[src/rtl/instr_loader_pkg.sv]
`default_nettype none
// ============================================================================
// Module      : instr_loader_pkg
// Description : Shared FSM encoding, field widths and counter sizing for the
//               instruction loader.
// Revision    : 1.0 - initial release
// ============================================================================
package instr_loader_pkg;

    localparam logic [1:0] c_WAIT_HI = 2'd0;
    localparam logic [1:0] c_WAIT_LO = 2'd1;
    localparam logic [1:0] c_PUBLISH = 2'd2;

    localparam int c_OPCODE_W = 4;
    localparam int c_INSTR_W  = 12;

    // A one-bit counter is kept even for degenerate parameter values.
    function automatic int cnt_width(input int n);
        return (n > 1) ? $clog2(n) : 1;
    endfunction

endpackage
`default_nettype wire

[src/rtl/instr_loader_btn_debounce.sv]
`default_nettype none
// ============================================================================
// Module      : btn_debounce
// Description : Synchronizes a bouncy push-button and emits a one-cycle pulse
//               on each accepted rising edge of the debounced level.
// Revision    : 1.0 - initial release
// ============================================================================
module btn_debounce
    import instr_loader_pkg::*;
#(
    parameter int SYNC_STAGES     = 2,
    parameter int DEBOUNCE_CYCLES = 16
) (
    input  logic clk,
    input  logic rst,
    input  logic btn_raw,
    output logic btn_edge
);

    localparam int                c_CNT_W   = cnt_width(DEBOUNCE_CYCLES);
    localparam logic [c_CNT_W-1:0] c_CNT_MAX = c_CNT_W'(DEBOUNCE_CYCLES - 1);

    logic [SYNC_STAGES-1:0] r_sync;
    logic [c_CNT_W-1:0]     r_cnt;
    logic                   r_level;
    logic                   w_sync;

    assign w_sync = r_sync[SYNC_STAGES-1];

    always_ff @(posedge clk) begin
        if (rst) begin
            r_sync   <= '0;
            r_cnt    <= '0;
            r_level  <= 1'b0;
            btn_edge <= 1'b0;
        end else begin
            r_sync   <= {r_sync[SYNC_STAGES-2:0], btn_raw};
            btn_edge <= 1'b0;
            if (w_sync == r_level) begin
                r_cnt <= '0;
            end else if (r_cnt == c_CNT_MAX) begin
                // Level accepted after holding DEBOUNCE_CYCLES cycles; pulse only on press.
                r_level  <= w_sync;
                r_cnt    <= '0;
                btn_edge <= w_sync;
            end else begin
                r_cnt <= r_cnt + c_CNT_W'(1);
            end
        end
    end

endmodule
`default_nettype wire

[src/rtl/instr_loader.sv]
`default_nettype none
// ============================================================================
// Module      : instr_loader
// Description : Builds a 16-bit instruction from two debounced switch-byte
//               loads and publishes it atomically with a one-cycle strobe.
// Revision    : 1.0 - initial release
// ============================================================================
module instr_loader
    import instr_loader_pkg::*;
#(
    parameter int SYNC_STAGES     = 2,
    parameter int DEBOUNCE_CYCLES = 16
) (
    input  logic                  clk,
    input  logic                  rst,
    input  logic [7:0]            sw_in,
    input  logic                  btn_raw,
    output logic [c_OPCODE_W-1:0] opcode,
    output logic [c_INSTR_W-1:0]  instr,
    output logic                  inst_done,
    output logic                  btn_edge,
    output logic                  byte_phase
);

    logic [SYNC_STAGES-1:0][7:0] r_sw_sync;
    logic [7:0]                  w_sw;
    logic [7:0]                  r_shadow;
    logic [1:0]                  r_state;

    btn_debounce #(
        .SYNC_STAGES     (SYNC_STAGES),
        .DEBOUNCE_CYCLES (DEBOUNCE_CYCLES)
    ) u_btn_debounce (
        .clk      (clk),
        .rst      (rst),
        .btn_raw  (btn_raw),
        .btn_edge (btn_edge)
    );

    assign w_sw       = r_sw_sync[SYNC_STAGES-1];
    assign byte_phase = (r_state == c_WAIT_LO);

    always_ff @(posedge clk) begin
        if (rst) begin
            r_sw_sync <= '0;
            r_shadow  <= '0;
            r_state   <= c_WAIT_HI;
            opcode    <= '0;
            instr     <= '0;
            inst_done <= 1'b0;
        end else begin
            r_sw_sync <= {r_sw_sync[SYNC_STAGES-2:0], sw_in};
            inst_done <= 1'b0;
            case (r_state)
                c_WAIT_HI: begin
                    if (btn_edge) begin
                        r_shadow <= w_sw;
                        r_state  <= c_WAIT_LO;
                    end
                end
                c_WAIT_LO: begin
                    // Both halves land in one edge so the core never sees a torn word.
                    if (btn_edge) begin
                        opcode    <= r_shadow[7:4];
                        instr     <= {r_shadow[3:0], w_sw};
                        inst_done <= 1'b1;
                        r_state   <= c_PUBLISH;
                    end
                end
                c_PUBLISH: r_state <= c_WAIT_HI;
                default:   r_state <= c_WAIT_HI;
            endcase
        end
    end

    a_no_edge_in_publish : assert property (@(posedge clk) disable iff (rst)
        !((r_state == c_PUBLISH) && btn_edge));

endmodule
`default_nettype wire

[config.mk]
export PLATFORM = sky130hd
export DESIGN_NAME = instr_loader
export DESIGN_NICKNAME = d
export VERILOG_FILES = /design/src/rtl/instr_loader_pkg.sv /design/src/rtl/instr_loader_btn_debounce.sv /design/src/rtl/instr_loader.sv
export SDC_FILE = /design/constraint.sdc
export NUM_CORES = 1
export LEC_CHECK = 0
export BUFFER_PORTS_ARGS = -buffer_cell sky130_fd_sc_hd__buf_2
export CAP_MARGIN = 5
export CORE_MARGIN = 5
export CORE_UTILIZATION = 40
export CTS_BUF_LIST = sky130_fd_sc_hd__clkbuf_8
export DETAILED_ROUTE_END_ITERATION = 8
export GPL_TIMING_DRIVEN = 0
export PLACE_DENSITY = 0.61
export SLEW_MARGIN = 20
export SYNTH_ARGS = -nofsm -noshare
export SYNTH_HDL_FRONTEND = slang
export SYNTH_SLANG_ARGS = --single-unit
[constraint.sdc]
create_clock -name clk -period 1.1 [get_ports clk]
set_input_delay 0.33 -clock clk [delete_from_list [all_inputs] [get_ports clk]]
set_output_delay 0.33 -clock clk [all_outputs]
set_load 0.02 [all_outputs]
=== Yosys cells after proc, flatten, opt, wreduce, memory -nomap -nowiden ===
Cells that the tools add are included.

* Bits in registers: 51
* Logic and storage cells: 32
* Bits of input ports: 11
* Output and inout bits: 19
* Bits in latches: 0
* Memory bits (read-only): 0
* Bits in writable memories: 0
* Memories: 0

* Reduce and logical (&&, ||, !) cells: 8
* Equality and inequality tests: 5
* Shift-type cells: 0
* Div/mod/pow operators: 0
* Multipliers: 0
* Multiplexer cells: 4
* $lt $le $gt $ge: 0
* Bitwise logic cells: 3
* $add $sub $neg: 1

{| class="wikitable"
|+ Operators by type and width
! cell !! count
|-
| AND reduction 2 bit || 4
|-
| OR reduction 3 bit || 2
|-
| adder 4 x 1 -> 4 bit, second input constant || 1
|-
| equality test 4 bit, second input constant || 1
|-
| 2-to-1 mux 2 bit || 2
|-
| inequality test 2 x 1 -> 1 bit, second input constant || 2
|-
| one-hot mux 2 bit (2 select lines) || 1
|-
| inverter 1 bit || 3
|-
| equality test 2 x 1 -> 1 bit, second input constant || 1
|-
| zero test 2 bit || 1
|-
| OR reduction 2 bit || 1
|-
| equality test 1 bit || 1
|-
| 2-to-1 mux 1 bit || 1
|}

=== Longest topological paths before layout ===
* Depth in word-level cells: 3
* Depth in mapped cells: 5
* Depth with buffers taken out: 4

=== By module ===
A second synthesis with hierarchy kept.

* Cells, all modules: 155
* Area, all modules: 1785.5 um^2

{| class="wikitable"
|+ Modules (own cells, without submodules)
! module !! cells an instance !! area an instance (um^2) !! sequential area each (um^2) !! times used
|-
| instr_loader || 130 || 1503.9 || 860.8 || 1
|-
| btn_debounce || 25 || 281.5 || 160.2 || 1
|}

=== Least setup slack after synthesis ===
OpenSTA, ideal clock, no wires.

* Path type: reg-to-reg
* Start: reg u_btn_debounce.btn_edge
* End: reg r_shadow[0]
* Data required time: 972 ps
* Setup time: 128 ps
* Period minus slack after synthesis: 1228 ps
* Buffers on the path: 1
* Cell stages (with the launch flop): 5
* Arrival: 1100 ps
* Setup slack: -128 ps
* Cells stage by stage: dfxtp_1 > nor3b_2 > buf_4 > mux2i_1 > nor2_1

* Cells in the longest elaborated chain, start to end: 1

{| class="wikitable"
|+ RTL lines
! what !! line !! source
|-
| start, declared || instr_loader_btn_debounce.sv:17 || <nowiki>output logic btn_edge</nowiki>
|-
| start signal, assigned || instr_loader_btn_debounce.sv:45 || <nowiki>btn_edge <= w_sync;</nowiki>
|-
| AND reduction 2 bit (no line) || n/a ||
|-
| end signal, assigned || instr_loader.sv:57 || <nowiki>r_shadow <= w_sw;</nowiki>
|-
| end, declared || instr_loader.sv:27 || <nowiki>logic [7:0] r_shadow;</nowiki>
|}

Every way passes these cells.
A chain may end at the register's enable or synchronous reset.

=== Worst setup path in the final report ===
* Start: reg r_state[0]
* End: out byte_phase

* Cells in the longest elaborated chain, start to end: 1

{| class="wikitable"
|+ RTL lines
! what !! line !! source
|-
| start, declared || instr_loader.sv:28 || <nowiki>logic [1:0] r_state;</nowiki>
|-
| start signal, assigned || instr_loader.sv:47 || <nowiki>r_state <= c_WAIT_HI;</nowiki>
|-
| start signal, assigned || instr_loader.sv:58 || <nowiki>r_state <= c_WAIT_LO;</nowiki>
|-
| start signal, assigned || instr_loader.sv:67 || <nowiki>r_state <= c_PUBLISH;</nowiki>
|-
| equality test 2 x 1 -> 1 bit || instr_loader.sv:41 || <nowiki>assign byte_phase = (r_state == c_WAIT_LO);</nowiki>
|-
| end, declared || instr_loader.sv:22 || <nowiki>output logic byte_phase</nowiki>
|}

Every way passes these cells.

==> impl_metrics.toml <==
[grt]
largest_net_degree_at_the_start_of_global_routing = 16
grt_overflow_total = 0
globalRouteTotalUtil_pct = 13.76
grt_pass1_vias = 1234
antenna_violations_before_repair = 0
grt_first_pass_wirelength_um = 5727

[final_layout]
instances_no_fill = 267
area.growth.synth_to_final_pct = 42.88
finish.net_count = 228
leading_cell_type_in_the_layout_fill_and_taps_excluded = "sky130_fd_sc_hd__dfxtp_1"
cell_area_after_layout_um2 = 2435
number_of_fillers_in_the_final_layout = 337
layout.area.seq_um2 = 1054
multi_input_comb_area_um2 = 735.7
share_of_layout_cells_above_drive_strength_1_pct = 51.15
insertedDiodeCount = 0
layout_common_cells = "sky130_fd_sc_hd__dfxtp_1 (31), sky130_fd_sc_hd__buf_6 (23), sky130_fd_sc_hd__nand2_1 (20)"

[clock_tree]
cts_inserted_buffers = 5
cts_tree = "built"
clock_insertion_delay_worst_skew_ps = 300
clock_tree.htree_level_count = 2
postCtsHoldBufs = 0
cts_max_path_buffers = 2
clock_sink_count = 51
cts_root_buf = "sky130_fd_sc_hd__clkbuf_8"
cts.reportedPaths.clkPinSlew_ps = 90

[sta]
setup_ws_ps = -190.1
worst_slew_margin_rel_pct = 58.55
final_min_period_ps = 1290
final-hold-violation-count = 0
whs_ps = 237.1
share_of_the_clock_period_used_by_the_worst_path_after_layout_pct = 117.3
maxSlewViolCount = 0
max_freq_mhz = 775.1
clock_skew_ps = 6.787
tightest_slew_ps = 621.8
finalSetupViolations = 23
setup_tns_ps = -1256
setup_repair_after_global_routing_missed_its_margin = "yes"

[min_path]
min-delay-start = "sw_in[6]"
hold_depth = 2
timing.hold.worst.class = "in2reg"

[yosys]
synth.distinct_cells = 24
netlist.area_leader.share_pct = 59.91
netlist_area_um2 = 1704
synth-edff-count = 0
ys_seq_area_share_pct = 59.91
synthCells = 165
postSynthAreaPerCell_um2 = 10.33
synth_async_sr_flop_share_pct = 0
yosysWarnings = 0
post-synth-top-area-cell = "sky130_fd_sc_hd__dfxtp_1"
dominantRegCellSynth = "sky130_fd_sc_hd__dfxtp_1"
number_of_synthesized_register_bits = 51
net_count_synth = 177
post_synth_main_area_contributors = "sky130_fd_sc_hd__dfxtp_1 (60%), sky130_fd_sc_hd__nand2_1 (7.0%), sky130_fd_sc_hd__nor2b_1 (7.0%)"

[critical_path]
crit_path_start = "r_state[0]$_SDFFE_PP0P_"
critPathMaxFanout = 5
r2r_start = "r_state[1]$_SDFFE_PP0P_"
worst_setup_path_start_kind = "flip-flop"
crit_required_ps = 770
worst_r2r_path_cells = 5
worst-endpoint-arrival_ps = 960
setup.worst_path.end_class = "primary output"
criticalPathCategory = "reg2out"

[drt]
detail_route.iter0.violations = 57
post_drt_wl_per_cell_um = 13.49
remaining_drc_errors = 0
vias = 1223
vias_per_cell = 4.581
postRouteAntennaNets = 0
routed_wl_um = 3602
drt_pre_antenna_iters = 4

[pwr]
ir_drop_worst_vdd_mv = 0.7965
power.share.sequential_pct = 60.3
cellInternalPower_w = 0.002476
static_power_due_to_leakage_nw = 1.105
total_switching_power_w = 0.0006466
power.density_cell_area_nw_per_um2 = 1282
p_comb_share_pct = 2.5
switching_part_of_the_total_pct = 20.71
share_of_power_burned_in_the_clock_network_pct = 37.2

[place]
quantity_of_i_o_buffers_inserted_on_ports = 28
routabilityCongestion = 0.7520
placed_cells_incl_taps = 243
dpl-instance-area_um2 = 1911
detailed_place_hpwl_um = 2375
dpl_worst_slack_ps = -121.8

[floorplan]
placementRows = 23
floorplan.io_pins = 30
die_w_um = 75.27
fp.dieArea_um2 = 5666
core_region_area_um2 = 4058
initial_utilization_pct = 42.00
floorplan.die.height_um = 75.27

[status]
run_status = "complete, but fails checks"
violations = "negative setup slack"

[job]
max_cap_violations = 0
[sequential cells by signal, indices dropped and copies added, names as in the netlist]
register / cells
inst_done: 1
instr: 12
opcode: 4
r_shadow: 8
r_state: 2
r_sw_sync: 8
u_btn_debounce.btn_edge: 1
u_btn_debounce.r_cnt: 4
u_btn_debounce.r_level: 1
u_btn_debounce.r_sync: 2
w_sw: 8
[metrics by stage]
stage	total power [W]	util [%]
floorplan	0.001975	-
global placement	0.002002	47.09
detailed placement	0.002005	47.09
CTS	0.003151	54.86
global route	0.003247	60.01
finish	0.003122	60.01
[layout make-up]
class / count / share of cell area [%]
repair buffers: 44 / 16.44
well taps: 50 / 2.569
clock inverters: 1 / 0.3083
inverters: 1 / 0.1542
multi-input cells: 104 / 30.22
plain buffers: 9 / 3.083
clock buffers: 7 / 3.957
flip-flops and latches: 51 / 43.27
[cells in the mapped netlist, drive strengths merged (2+ instances only)]
master / n
a21oi: 16
xor2: 2
nand2: 32
dfxtp: 51
nand3b: 2
buf: 7
nor2: 15
clkbuf: 2
mux2i: 9
nand3: 2
xnor2: 2
nor2b: 19
[per-layer routing]
| metal | part of all wire (%) | track usage [%] |
|---|---|---|
| met2 | 52 | 24.18 |
| met4 | 1.9 | 4.078 |
| met1 | 41 | 15.25 |
| met3 | 5.2 | 5.607 |
| met5 | 0 | 0 |
[cell families after synthesis]
kind of cell | share of synthesized area [%]
DFF | 59.91
AOI/OAI and AO/OA | 6.901
xor gates and xnor gates | 2.056
adders and majority gates | 0.7341
and+or+nand+nor | 21.07
muxes | 5.287
buffers and inverters | 4.038
[worst paths after layout]
| kind | to | slack, ps |
|---|---|---|
| max | byte_phase | -190 |
| max reg2reg | instr[9]$_SDFFE_PP0P_ | -90 |
| min reg2reg | u_btn_debounce.r_cnt[0]$_SDFF_PP0_ | 420 |
| min | r_sw_sync[6]$_SDFF_PP0_ | 240 |
[power by group through the flow]
stage | sequential (W) | clock [W] | combinational, W
after floorplan | 0.00193 | 0 | 0.0000503
after global placement | 0.00193 | 0 | 0.0000737
after detailed placement | 0.00193 | 0 | 0.0000764
after CTS | 0.00188 | 0.00119 | 0.0000766
after global routing | 0.00189 | 0.00127 | 0.0000871
final | 0.00188 | 0.00116 | 0.0000772
[worst max-delay path, stage by stage, from the launching register on]
cell	delay (ps)
sky130_fd_sc_hd__dfxtp_4	390
sky130_fd_sc_hd__nor2b_4	150
sky130_fd_sc_hd__buf_6	120
[what timing repair did]
item                                    CTS  global route
pin swaps                                 0            21
resized for setup                        60            34
endpoints found under the setup margin   38            45
buffers inserted                          7             8
cloned                                    0             1
(Power assumes the default switching activity.)
